[src/rtl/cep_uart_rx_monitor.sv]
// UART 8N1 receiver with first-word-fall-through receive FIFO and error flags.
// Define CEP_UART_RX_PARITY_EN to receive 8E1 frames and report parity errors.
module cep_uart_rx_monitor #(
   parameter int CLKS_PER_BIT = 1736,
   parameter int FIFO_DEPTH   = 16
) (
   input  logic                              clock,
   input  logic                              reset,
   input  logic                              rxd,
   output logic [7:0]                        rx_data,
   output logic                              rx_valid,
   input  logic                              rx_ready,
   output logic [$clog2(FIFO_DEPTH+1)-1:0]   fifo_count,
   output logic                              frame_err,
   output logic                              parity_err,
   output logic                              overflow
);

   localparam int CNT_W = $clog2(CLKS_PER_BIT);
   localparam int PTR_W = $clog2(FIFO_DEPTH);
   localparam int CW    = $clog2(FIFO_DEPTH + 1);

   localparam logic [CNT_W-1:0] HALF_RELOAD = CNT_W'(CLKS_PER_BIT / 2 - 1);
   localparam logic [CNT_W-1:0] FULL_RELOAD = CNT_W'(CLKS_PER_BIT - 1);
   localparam logic [CW-1:0]    DEPTH_C     = CW'(FIFO_DEPTH);

   localparam logic [2:0] ST_IDLE   = 3'd0;
   localparam logic [2:0] ST_START  = 3'd1;
   localparam logic [2:0] ST_DATA   = 3'd2;
`ifdef CEP_UART_RX_PARITY_EN
   localparam logic [2:0] ST_PARITY = 3'd3;
`endif
   localparam logic [2:0] ST_STOP   = 3'd4;
   localparam logic [2:0] ST_BREAK  = 3'd5;

   logic             rxd_meta_reg;
   logic             rxd_s_reg;
   logic [2:0]       state_reg, state_next;
   logic [CNT_W-1:0] cnt_reg, cnt_next;
   logic [2:0]       bit_idx_reg, bit_idx_next;
   logic [7:0]       shift_reg, shift_next;
   logic             push_pending_reg, push_pending_next;
   logic             frame_err_reg, frame_err_next;
   logic             par_bad;
`ifdef CEP_UART_RX_PARITY_EN
   logic             parity_bit_reg, parity_bit_next;
   logic             parity_err_reg, parity_err_next;
`endif

   logic [7:0]       mem [FIFO_DEPTH];
   logic [PTR_W-1:0] wr_ptr_reg, rd_ptr_reg;
   logic [CW-1:0]    count_reg;
   logic             overflow_reg;
   logic             fifo_full;
   logic             do_pop;
   logic             do_push;

   // Two-flop synchroniser; idles high so reset never looks like a start bit.
   always_ff @(posedge clock) begin
      if (reset) begin
         rxd_meta_reg <= 1'b1;
         rxd_s_reg    <= 1'b1;
      end else begin
         rxd_meta_reg <= rxd;
         rxd_s_reg    <= rxd_meta_reg;
      end
   end

   always_comb begin
      state_next        = state_reg;
      cnt_next          = cnt_reg;
      bit_idx_next      = bit_idx_reg;
      shift_next        = shift_reg;
      push_pending_next = 1'b0;
      frame_err_next    = 1'b0;
      par_bad           = 1'b0;
`ifdef CEP_UART_RX_PARITY_EN
      parity_bit_next   = parity_bit_reg;
      parity_err_next   = 1'b0;
`endif
      case (state_reg)
         ST_IDLE: begin
            if (!rxd_s_reg) begin
               state_next = ST_START;
               cnt_next   = HALF_RELOAD;
            end
         end
         ST_START: begin
            if (cnt_reg != '0) begin
               cnt_next = cnt_reg - 1'b1;
            end else if (rxd_s_reg) begin
               state_next = ST_IDLE;
               cnt_next   = FULL_RELOAD;
            end else begin
               state_next   = ST_DATA;
               cnt_next     = FULL_RELOAD;
               bit_idx_next = 3'd0;
            end
         end
         ST_DATA: begin
            if (cnt_reg != '0) begin
               cnt_next = cnt_reg - 1'b1;
            end else begin
               shift_next   = {rxd_s_reg, shift_reg[7:1]};
               cnt_next     = FULL_RELOAD;
               bit_idx_next = bit_idx_reg + 3'd1;
               if (bit_idx_reg == 3'd7) begin
`ifdef CEP_UART_RX_PARITY_EN
                  state_next = ST_PARITY;
`else
                  state_next = ST_STOP;
`endif
               end
            end
         end
`ifdef CEP_UART_RX_PARITY_EN
         ST_PARITY: begin
            if (cnt_reg != '0) begin
               cnt_next = cnt_reg - 1'b1;
            end else begin
               parity_bit_next = rxd_s_reg;
               cnt_next        = FULL_RELOAD;
               state_next      = ST_STOP;
            end
         end
`endif
         ST_STOP: begin
            if (cnt_reg != '0) begin
               cnt_next = cnt_reg - 1'b1;
            end else begin
`ifdef CEP_UART_RX_PARITY_EN
               par_bad         = (^shift_reg) ^ parity_bit_reg;
               parity_err_next = par_bad;
`endif
               cnt_next = FULL_RELOAD;
               if (rxd_s_reg) begin
                  push_pending_next = !par_bad;
                  state_next        = ST_IDLE;
               end else begin
                  frame_err_next = 1'b1;
                  state_next     = ST_BREAK;
               end
            end
         end
         ST_BREAK: begin
            // A held-low line stays here so it reports only one framing error.
            if (rxd_s_reg) begin
               state_next = ST_IDLE;
               cnt_next   = FULL_RELOAD;
            end
         end
         default: begin
            state_next = ST_IDLE;
            cnt_next   = FULL_RELOAD;
         end
      endcase
   end

   always_ff @(posedge clock) begin
      if (reset) begin
         state_reg        <= ST_IDLE;
         cnt_reg          <= FULL_RELOAD;
         bit_idx_reg      <= 3'd0;
         shift_reg        <= 8'h00;
         push_pending_reg <= 1'b0;
         frame_err_reg    <= 1'b0;
`ifdef CEP_UART_RX_PARITY_EN
         parity_bit_reg   <= 1'b0;
         parity_err_reg   <= 1'b0;
`endif
      end else begin
         state_reg        <= state_next;
         cnt_reg          <= cnt_next;
         bit_idx_reg      <= bit_idx_next;
         shift_reg        <= shift_next;
         push_pending_reg <= push_pending_next;
         frame_err_reg    <= frame_err_next;
`ifdef CEP_UART_RX_PARITY_EN
         parity_bit_reg   <= parity_bit_next;
         parity_err_reg   <= parity_err_next;
`endif
      end
   end

   // The shift register still holds the byte on the push cycle: IDLE never shifts.
   assign fifo_full = (count_reg == DEPTH_C);
   assign do_pop    = rx_valid & rx_ready;
   assign do_push   = push_pending_reg & (!fifo_full | do_pop);

   always_ff @(posedge clock) begin
      if (do_push) begin
         mem[wr_ptr_reg] <= shift_reg;
      end
   end

   always_ff @(posedge clock) begin
      if (reset) begin
         wr_ptr_reg   <= '0;
         rd_ptr_reg   <= '0;
         count_reg    <= '0;
         overflow_reg <= 1'b0;
      end else begin
         if (do_push) begin
            wr_ptr_reg <= wr_ptr_reg + 1'b1;
         end
         if (do_pop) begin
            rd_ptr_reg <= rd_ptr_reg + 1'b1;
         end
         if (do_push && !do_pop) begin
            count_reg <= count_reg + 1'b1;
         end else if (do_pop && !do_push) begin
            count_reg <= count_reg - 1'b1;
         end
         if (push_pending_reg && fifo_full && !do_pop) begin
            overflow_reg <= 1'b1;
         end
      end
   end

   assign rx_valid   = (count_reg != '0);
   assign rx_data    = rx_valid ? mem[rd_ptr_reg] : 8'h00;
   assign fifo_count = count_reg;
   assign frame_err  = frame_err_reg;
   assign overflow   = overflow_reg;
`ifdef CEP_UART_RX_PARITY_EN
   assign parity_err = parity_err_reg;
`else
   assign parity_err = 1'b0;
`endif

endmodule
[config.mk]
export PLATFORM = sky130hd
export DESIGN_NAME = cep_uart_rx_monitor
export DESIGN_NICKNAME = d
export VERILOG_FILES = /design/src/rtl/cep_uart_rx_monitor.sv
export SDC_FILE = /design/constraint.sdc
export NUM_CORES = 1
export LEC_CHECK = 0
export CAP_MARGIN = 0
export CORE_MARGIN = 2
export CORE_UTILIZATION = 40
export DETAILED_ROUTE_END_ITERATION = 6
export HOLD_SLACK_MARGIN = 0.15
export PLACE_DENSITY = 0.57
export SYNTH_ARGS = -nofsm -noshare
export SYNTH_HDL_FRONTEND = slang
export SYNTH_SLANG_ARGS = --single-unit
[constraint.sdc]
create_clock -name clock -period 8 [get_ports clock]
set_input_delay 2 -clock clock [delete_from_list [all_inputs] [get_ports clock]]
set_output_delay 2 -clock clock [all_outputs]
set_load 0.005 [all_outputs]
==> results of run 1 <==
[worst reg2reg max path, delay by kind of cell, from the launching register on]
family	cells	cell delay, ns
muxes	2	0.56
AOI/OAI and AO/OA	3	0.69
DFF	1	0.37
and+or+nand+nor	1	0.68
buffers and inverters	1	0.10
adders and majority gates	2	0.65
[power groups by stage]
stage               combinational [mW]  clock, mW  sequential, mW
floorplan                        0.275          0            1.02
global placement                 0.394          0            1.03
detailed placement               0.398          0            1.03
CTS                              0.400      0.798            1.01
global route                     0.430      0.835            1.01
finish                           0.393      0.785            1.01
[cells in the final DEF, fill, tap and decap left out, drive strengths merged, types with 11 or more instances in the layout]
| cell type | synthesis | layout |
|---|---|---|
| clkdlybuf4s50 | 0 | 19 |
| mux4 | 32 | 32 |
| dfxtp | 47 | 47 |
| a21oi | 11 | 11 |
| ha | 12 | 12 |
| inv | 8 | 12 |
| nor2 | 50 | 50 |
| nand2 | 14 | 14 |
| mux2i | 29 | 29 |
| edfxtp | 128 | 128 |
| clkbuf | 15 | 17 |
| o21ai | 12 | 12 |
[worst paths after layout]
check / endpoint / slack (ns) / depth (start not counted)
max: rx_data[3] / 3.21 / 5
min: rxd_s_reg / 0.41 / 1
max reg2reg: fifo_count[4] / 4.85 / 9
min reg2reg: rxd_s_reg / 0.41 / 1
[metal layers]
metal	routed length, um	GRT usage, %	vias to the layer above	part of all wire, %
met2	6930	24.8	85	47
met1	7010	23.3	2060	48
met4	190	5.26	0	1.3
met3	541	3.28	16	3.7
li1	-	-	1874	-
met5	0	0	-	0
[cell type report]
type | instances | area (um2)
sequential | 175 | 4790
fill | 1561 | 9680
inverter | 9 | 33.8
clock buffer | 17 | 425
clock inverter | 15 | 135
tap | 229 | 287
multi-input combinational | 265 | 2330
timing repair buffer | 24 | 228
[through the flow]
step | instance area [um2] | instances | hold slack (ns)
after floorplan | 7270 | 478 | 0.389
after global placement | 7660 | 702 | 0.394
after detailed placement | 7660 | 702 | 0.398
after CTS | 8220 | 734 | 0.413
after global routing | 8220 | 734 | 0.441
final | 8220 | 734 | 0.410
[cells by family (layout without fill, tap and decap cells)]
group / Yosys count / after routing
multiplexers: 63 / 63
buffers and inverters: 38 / 65
AO/OA/AOI/OAI: 61 / 61
adder cells (fa/ha/maj): 13 / 13
AND/OR/NAND/NOR: 118 / 118
flip-flops: 175 / 175
XOR/XNOR: 9 / 9
other: 1 / 1
==> impl.org, run 1 <==
** Timing
- The count of pins over their slew limit came to 0.
- Based on the critical path, the design can be clocked at up to 0.209 GHz.
- Setup violations remaining at the end of the flow were counted as 0.
- In this run the tightest slew margin relative to its limit is 25.2%.
- Worst Clk Skew :: 0.00750 ns
- Final critical delay including setup and external delays :: 4.79 ns
- Final WS setup :: 3.21 ns
- Worst Tran Pin Value :: 1.12 ns
- Sum of negative setup slack :: 0 ns
- Final hold violations :: 0
- Unrepaired setup endpoints after global routing :: false
- The worst path uses 59.9% of the clock period.

** Synth
- Average cell area after synthesis :: 15.2 um2
- After synthesis, the largest family of logic cells by area is multiplexers.
- For this run, the number of Yosys warnings is 0.
- Summing every instance area after synthesis gives 7270 um2.
- Number of enable flip-flop cells after synthesis :: 128
- Synthesized net count :: 495
- Largest cells by area after synthesis :: sky130_fd_sc_hd__edfxtp_1, sky130_fd_sc_hd__dfxtp_1, sky130_fd_sc_hd__mux4_2
- Leading cell types by count after synthesis :: sky130_fd_sc_hd__edfxtp_1, sky130_fd_sc_hd__nor2_1, sky130_fd_sc_hd__dfxtp_1
- The synthesized netlist devotes 5.94% of its cell area to compound gates.
- Simple-gate area share of the yosys netlist :: 8.25%
- After synthesis the netlist holds a flip-flop and latch count of 175.
- Synth top area share :: 52.9%
- After synthesis, the share of flip-flops with an asynchronous set or reset is 0%.
- The most used flip-flop cell after synthesis is sky130_fd_sc_hd__edfxtp_1.
- Arithmetic-cell share of the synthesized area counting full adders, half adders and majority gates :: 2.34%
- Of the total synthesized cell area, the portion taken by XOR and XNOR cells is 1.08%.
- Count of mapped cells out of synthesis :: 478
- Most instantiated library cell after synthesis :: sky130_fd_sc_hd__edfxtp_1
- Post-synthesis sequential area ratio :: 65.8%
- The portion of synthesized area spent on multiplexers is 14.2%.
- Largest area contributor in the synthesized netlist :: sky130_fd_sc_hd__edfxtp_1
- The number of different library cells used by synthesis comes to 64.

** Pwr
- The analysis attributes to cell leakage a power of 2.73 nW.
- Of the total power, registers draw 46.1%.
- Clock share of power :: 35.9%
- Total power for the finished layout comes to 2.19 mW.
- Net load switching power :: 0.572 mW
- Dividing total power by cell area gives a power density of 266 nW/um2.
- Maximum vdd drop :: 0.189 mV
- Of the total power, the share spent switching nets is 26.2%.
- Internal power :: 1.61 mW
- Per report_power, the combinational group accounts for 18.0% of the total.

** Die
- Pin placement for this block handled 21 I/O pins.
- The initial utilization of the core area, before any placement, comes to 40.6%.
- Core outline area :: 17900 um2
- Horizontal extent of the die :: 139 um
- The die covers 19300 um2.
- Number of core rows :: 49
- From bottom edge to top edge, the die measures 139 um.

** Routing
- Via count normalized by instance count :: 5.50
- The final layout contains routed wiring with a total length of 14.7 mm.
- After the first detailed-routing iteration, the DRC count stood at 345.
- Once detail routing completed, the nets flagged for antenna violations numbered 0.
- Total number of vias :: 4035
- The pre-antenna-repair detailed-routing pass consisted of 4 iterations.
- Remaining DRCs :: 0
- In the final routed layout, each cell accounts on average for 20.0 um.

** Setup path
- STA classifies the critical path startpoint as a flip-flop.
- For this run, the slowest stage of the critical path takes 0.68 ns.
- Critical Path Source :: fifo_count[0]
- Critical path class :: flip-flop to primary output
- Family with the most delay on the worst path :: simple AND/OR/NAND/NOR gates
- The worst setup path is captured at a primary output.
- Buffer and inverter count on the worst path :: 1
- Worst R2R Start :: fifo_count[0]
- Worst path arrival time :: 2.79 ns
- Critical path cell sequence :: or4_1 > or2_1 > nand2b_1 > o22ai_1 > clkdlybuf4s50_1
- Crit-path max FO :: 8
- At the worst endpoint, the required time is 6.00 ns.
- Highest-delay cell along the critical path :: sky130_fd_sc_hd__or4_1

** Layout
- Of the cells placed in the final design, the portion with a size suffix greater than 1 is 16.6%.
- Post-layout utilization of the core :: 45.9%
- NumNets Final :: 509
- The register with the most flip-flops in the layout has 128 of them.
- The area growth from synthesis to layout is 13.1%.
- 0 antenna diodes ended up in the layout.

** Clock network
- Number of buffers inserted during clock tree synthesis :: 17
- Once the clock tree was built, the setup fixing pass inserted 0 buffers.
- Clock tree root buffer cell :: sky130_fd_sc_hd__clkbuf_16
- Clock net sink count :: 175
- Clock Pin Slew Worst Setup and Hold Paths :: 0.06 ns
- TritonCTS built the clock tree.
- In this run, post-CTS hold repair placed 0 buffers.
- Gates resized, CTS repair :: 0
- H-tree depth :: 4
- Clock insertion delay at the later pin of the skew report :: 0.43 ns
- Counting along the longest clock path gives a buffer depth of 2.

** GRT
- The initial antenna violation count is 0.
- The total overflow left after global routing is 0.
- First-pass GRT wire length :: 23.7 mm
- Total routing resource utilization after global routing :: 16.2%
- Maximum number of pins on one net before global-route repair :: 41
- The number of global-route vias before repair came to 4139.

** Min path
- Path category of the worst min-delay check :: flip-flop to flip-flop
- The worst hold path begins at rxd_meta_reg.

** Run status
- Result of the run :: finished clean

** Placement
- Placement-stage worst setup slack :: 3.25 ns
- The count of buffers added on input and output ports is 19.
- The congestion estimate from routability-driven global placement came to 0.782.
- Summed over all nets, the half-perimeter wirelength after detailed placement is 9.11 mm.

** Flow run
- Number of max-cap violations :: 0
No activity file was read; power rests on OpenSTA's default activity.
==> run 2, diff against run 1 <==
==> constraint.sdc (replaced) <==
create_clock -name clock -period 4.49 [get_ports clock]
set_input_delay 1.1225 -clock clock [delete_from_list [all_inputs] [get_ports clock]]
set_output_delay 1.1225 -clock clock [all_outputs]
set_load 0.005 [all_outputs]
==> run 2 against run 1 <==
Sequential power grew 80%. Die area is the same. Count of clock-buffer cells in the layout grew 1. Global-route usage shrank 0.19 points. Clock skew shrank 0.0017 ns. Critical path depth is the same. Flip-flop and latch count is the same. Non-clock buffer count grew 4. Worst hold slack gained 0.0055 ns. Register-to-register slack lost 3.5 ns. Via count is essentially flat. Core utilization grew 0.50 points. Critical endpoint unchanged.
==> impl.org, run 2 (same netlist as run 1, synthesis figures left out) <==
** Pwr
- The static power due to leakage is 2.78 nW (+1.8%).
- Maximum vdd drop :: 0.281 mV (+49%)
- The total design power came to 4.05 mW (+85%).
- Power density over the cells :: 487 nW/um2 (+83%)

** Setup path
- Critical path class :: flip-flop to primary output
- The slowest stage of the critical path is the sky130_fd_sc_hd__or4_1 cell.
- Crit end category :: primary output
- Crit-path max FO :: 8 (unchanged)
- The setup slack on the worst flop-to-flop path came to 1.31 ns (-3.54 ns).
- The longest individual stage delay on the worst path was 0.69 ns (about the same).
- The worst setup path is launched from a flip-flop.
- Critical path cell sequence :: or4_1 > or2_1 > nand2b_1 > o22ai_1 > clkdlybuf4s50_1
- The required time reported for the critical path endpoint was 3.37 ns (-2.63 ns).
- Worst path arrival time :: 2.80 ns (about the same)

** Clock network
- The cell sitting at the root of the clock tree is a sky130_fd_sc_hd__clkbuf_16.
- H-tree depth :: 4 (unchanged)
- The cts-stage hold buffer count was 0 (unchanged).
- Clock Pin Slew Worst Setup and Hold Paths :: 0.07 ns (about the same)
- TritonCTS clock tree :: done
- Number of buffers inserted during clock tree synthesis :: 17 (unchanged)
- The maximum clock path buffer count was 2 (unchanged).
- The total of cells resized after clock tree synthesis came to 0 (unchanged).
- Clock net sink count :: 175 (unchanged)
- Post-CTS repair timing setup buffer count :: 0 (unchanged)
- The insertion delay to the later sink of the worst-skew pair is 0.42 ns (about the same).

** GRT
- The global-route congestion overflow total was 0 (unchanged).
- The fraction of met2 tracks used by global routing is 25.3% (+0.41 points).
- The met3 layer usage reported by global route came to 3.45% (+0.17 points).
- First-pass GRT wire length :: 23.6 mm (-0.20%)
- Number of global-route vias before repair :: 4160 (+0.51%)
- Most congested layer reported by global routing :: met2
- The overall routing resource usage came to 16.0% (-0.19 points).
- The met1 routing resource usage after global routing is 22.3% (-0.99 points).
- The initial antenna violation count came to 0 (unchanged).
- The maximum number of pins on one net before global-route repair came to 25 (-39%).

** Timing
- Final hold violations :: 0 (unchanged)
- The final total negative setup slack came to 0 ns (unchanged).
- The final clock skew came to 0.00582 ns (-0.00168 ns).
- The actual slew at the worst max-slew pin came to 0.896 ns (-0.224 ns).
- The count of final setup violators was 0 (unchanged).
- Setup repair after global routing left no endpoint under its margin.
- The worst-case headroom to the max-slew limit was 40.1% (+15 points).
- Final critical delay including setup and external delays :: 3.93 ns
- Minimum hold slack :: 0.416 ns (+0.00546 ns)
- Final number of max-transition violations :: 0 (unchanged)
- After layout, the worst path uses 87.5% of the clock period.
- For this run, the top clock speed supported by timing is 0.255 GHz.

** Routing
- Initial detailed-routing violation count :: 243 (-30%)
- Via count normalized by instance count :: 5.46 (-0.64%)
- Remaining DRCs :: 0 (unchanged)
- The average wire per cell in the routed design was 20.1 um (+0.52%).
- Number of search-and-repair iterations in the first detailed-routing pass :: 4 (unchanged)
- Post-DRT Antenna Nets :: 0 (unchanged)
- The overall routed net length came to 14.8 mm (+1.1%).
- Total number of vias :: 4031 (-0.099%)

** Placement
- The number of input and output port buffers inserted is 19 (unchanged).
- The number of placed cells counting well taps was 706 (+0.57%).
- Routability-driven placement congestion ratio :: 0.763 (-2.5%)
- Post-placement cell area :: 7690 um2 (+0.42%)
- The final HPWL from detailed placement was 9.57 mm (+5.0%).

** Die
- Core outline area :: 17900 um2 (unchanged)
- The row count came to 49 (unchanged).
- The die area came to 19300 um2 (unchanged).
- The initial core utilization came to 40.6% (unchanged).
- The width of the die is 139 um (unchanged).
- Die Y-Extent :: 139 um (unchanged)
- The number of primary I/O pins is 21 (unchanged).

** Layout
- The final net count is 513 (+0.79%).
- Commonest cells after routing, fill and taps aside :: sky130_fd_sc_hd__edfxtp_1, sky130_fd_sc_hd__nor2_1, sky130_fd_sc_hd__dfxtp_1
- Storage cell area :: 4790 um2 (unchanged)
- Leaving out fill and tap cells, the most frequent cell in the layout is sky130_fd_sc_hd__edfxtp_1.
- The layout filler cell count is 1564 (+0.19%).
- Area growth from synthesis to layout :: 14.4%
- The summed area of non-filler cells in the final layout is 8310 um2 (+1.1%).
- Number of flip-flops in the largest register :: 128 (unchanged)
- The count of antenna diodes in the layout came to 0 (unchanged).
- Non-filler cells, final :: 738 (+0.54%)
- Area of combinational cells with multiple inputs :: 2320 um2 (-0.43%)
- The fraction of layout instances using a drive strength above 1 was 16.7% (+0.066 points).

** Min path
- Path category of the worst min-delay check :: flip-flop to flip-flop

** Flow run
- Number of max-cap violations :: 0 (unchanged)

** Run status
- Result of the run :: finished clean
-- run 2: changes by cell type in the layout (fill, tap and decap cells not counted), moves of 2 or more --
cell | previous run | this run
sky130_fd_sc_hd__buf_4 | 5 | 8
sky130_fd_sc_hd__bufinv_16 | 1 | 4
sky130_fd_sc_hd__clkinv_4 | 3 | 1
sky130_fd_sc_hd__clkinvlp_4 | 4 | 2
sky130_fd_sc_hd__nor3_1 | 6 | 8
sky130_fd_sc_hd__nor3_2 | 2 | 0
-- run 2: worst paths after layout --
path | endpoint | cells past startpoint | from
min reg2reg | rxd_s_reg | 1 | rxd_meta_reg
max reg2reg | fifo_count[4] | 9 | fifo_count[0]
max | rx_data[3] | 5 | fifo_count[0]
min | rxd_s_reg | 1 | rxd_meta_reg
-- run 2: where the power goes --
group	total (mW)	switching, mW	internal (mW)
combinational	0.691	0.324	0.367
clock	1.54	0.603	0.932
sequential	1.82	0.0691	1.75
-- run 2: per-stage QoR --
step / utilization [%] / setup WS (ns)
floorplan: - / 1.21
global placement: 43.0 / 0.669
detailed placement: 43.0 / 0.587
CTS: 46.4 / 0.551
global route: 46.4 / 0.416
finish: 46.4 / 0.563
-- run 2: metal layers --
metal	wire [um]	share of wire [%]	vias up
met5	0	0	-
met2	7030	47	88
met3	621	4.2	8
met4	114	0.77	0
li1	-	-	1885
met1	7060	48	2050
-- run 2: worst max-delay path: cells and delay by family, from the launching register on --
kind | cells | cell delay (ns)
flip-flops | 1 | 0.38
AO/OA/AOI/OAI | 1 | 0.19
AND/OR/NAND/NOR | 3 | 1.35
buffers and inverters | 1 | 0.47
-- run 2: area by class of cell --
cell class / instances / area share [%]
Inverter: 9 / 0.406
Timing Repair Buffer: 28 / 3.25
Multi-Input combinational cell: 265 / 27.9
Clock inverter: 14 / 2.27
Tap cell: 229 / 3.45
Clock buffer: 18 / 5.16
Sequential cell: 175 / 57.6
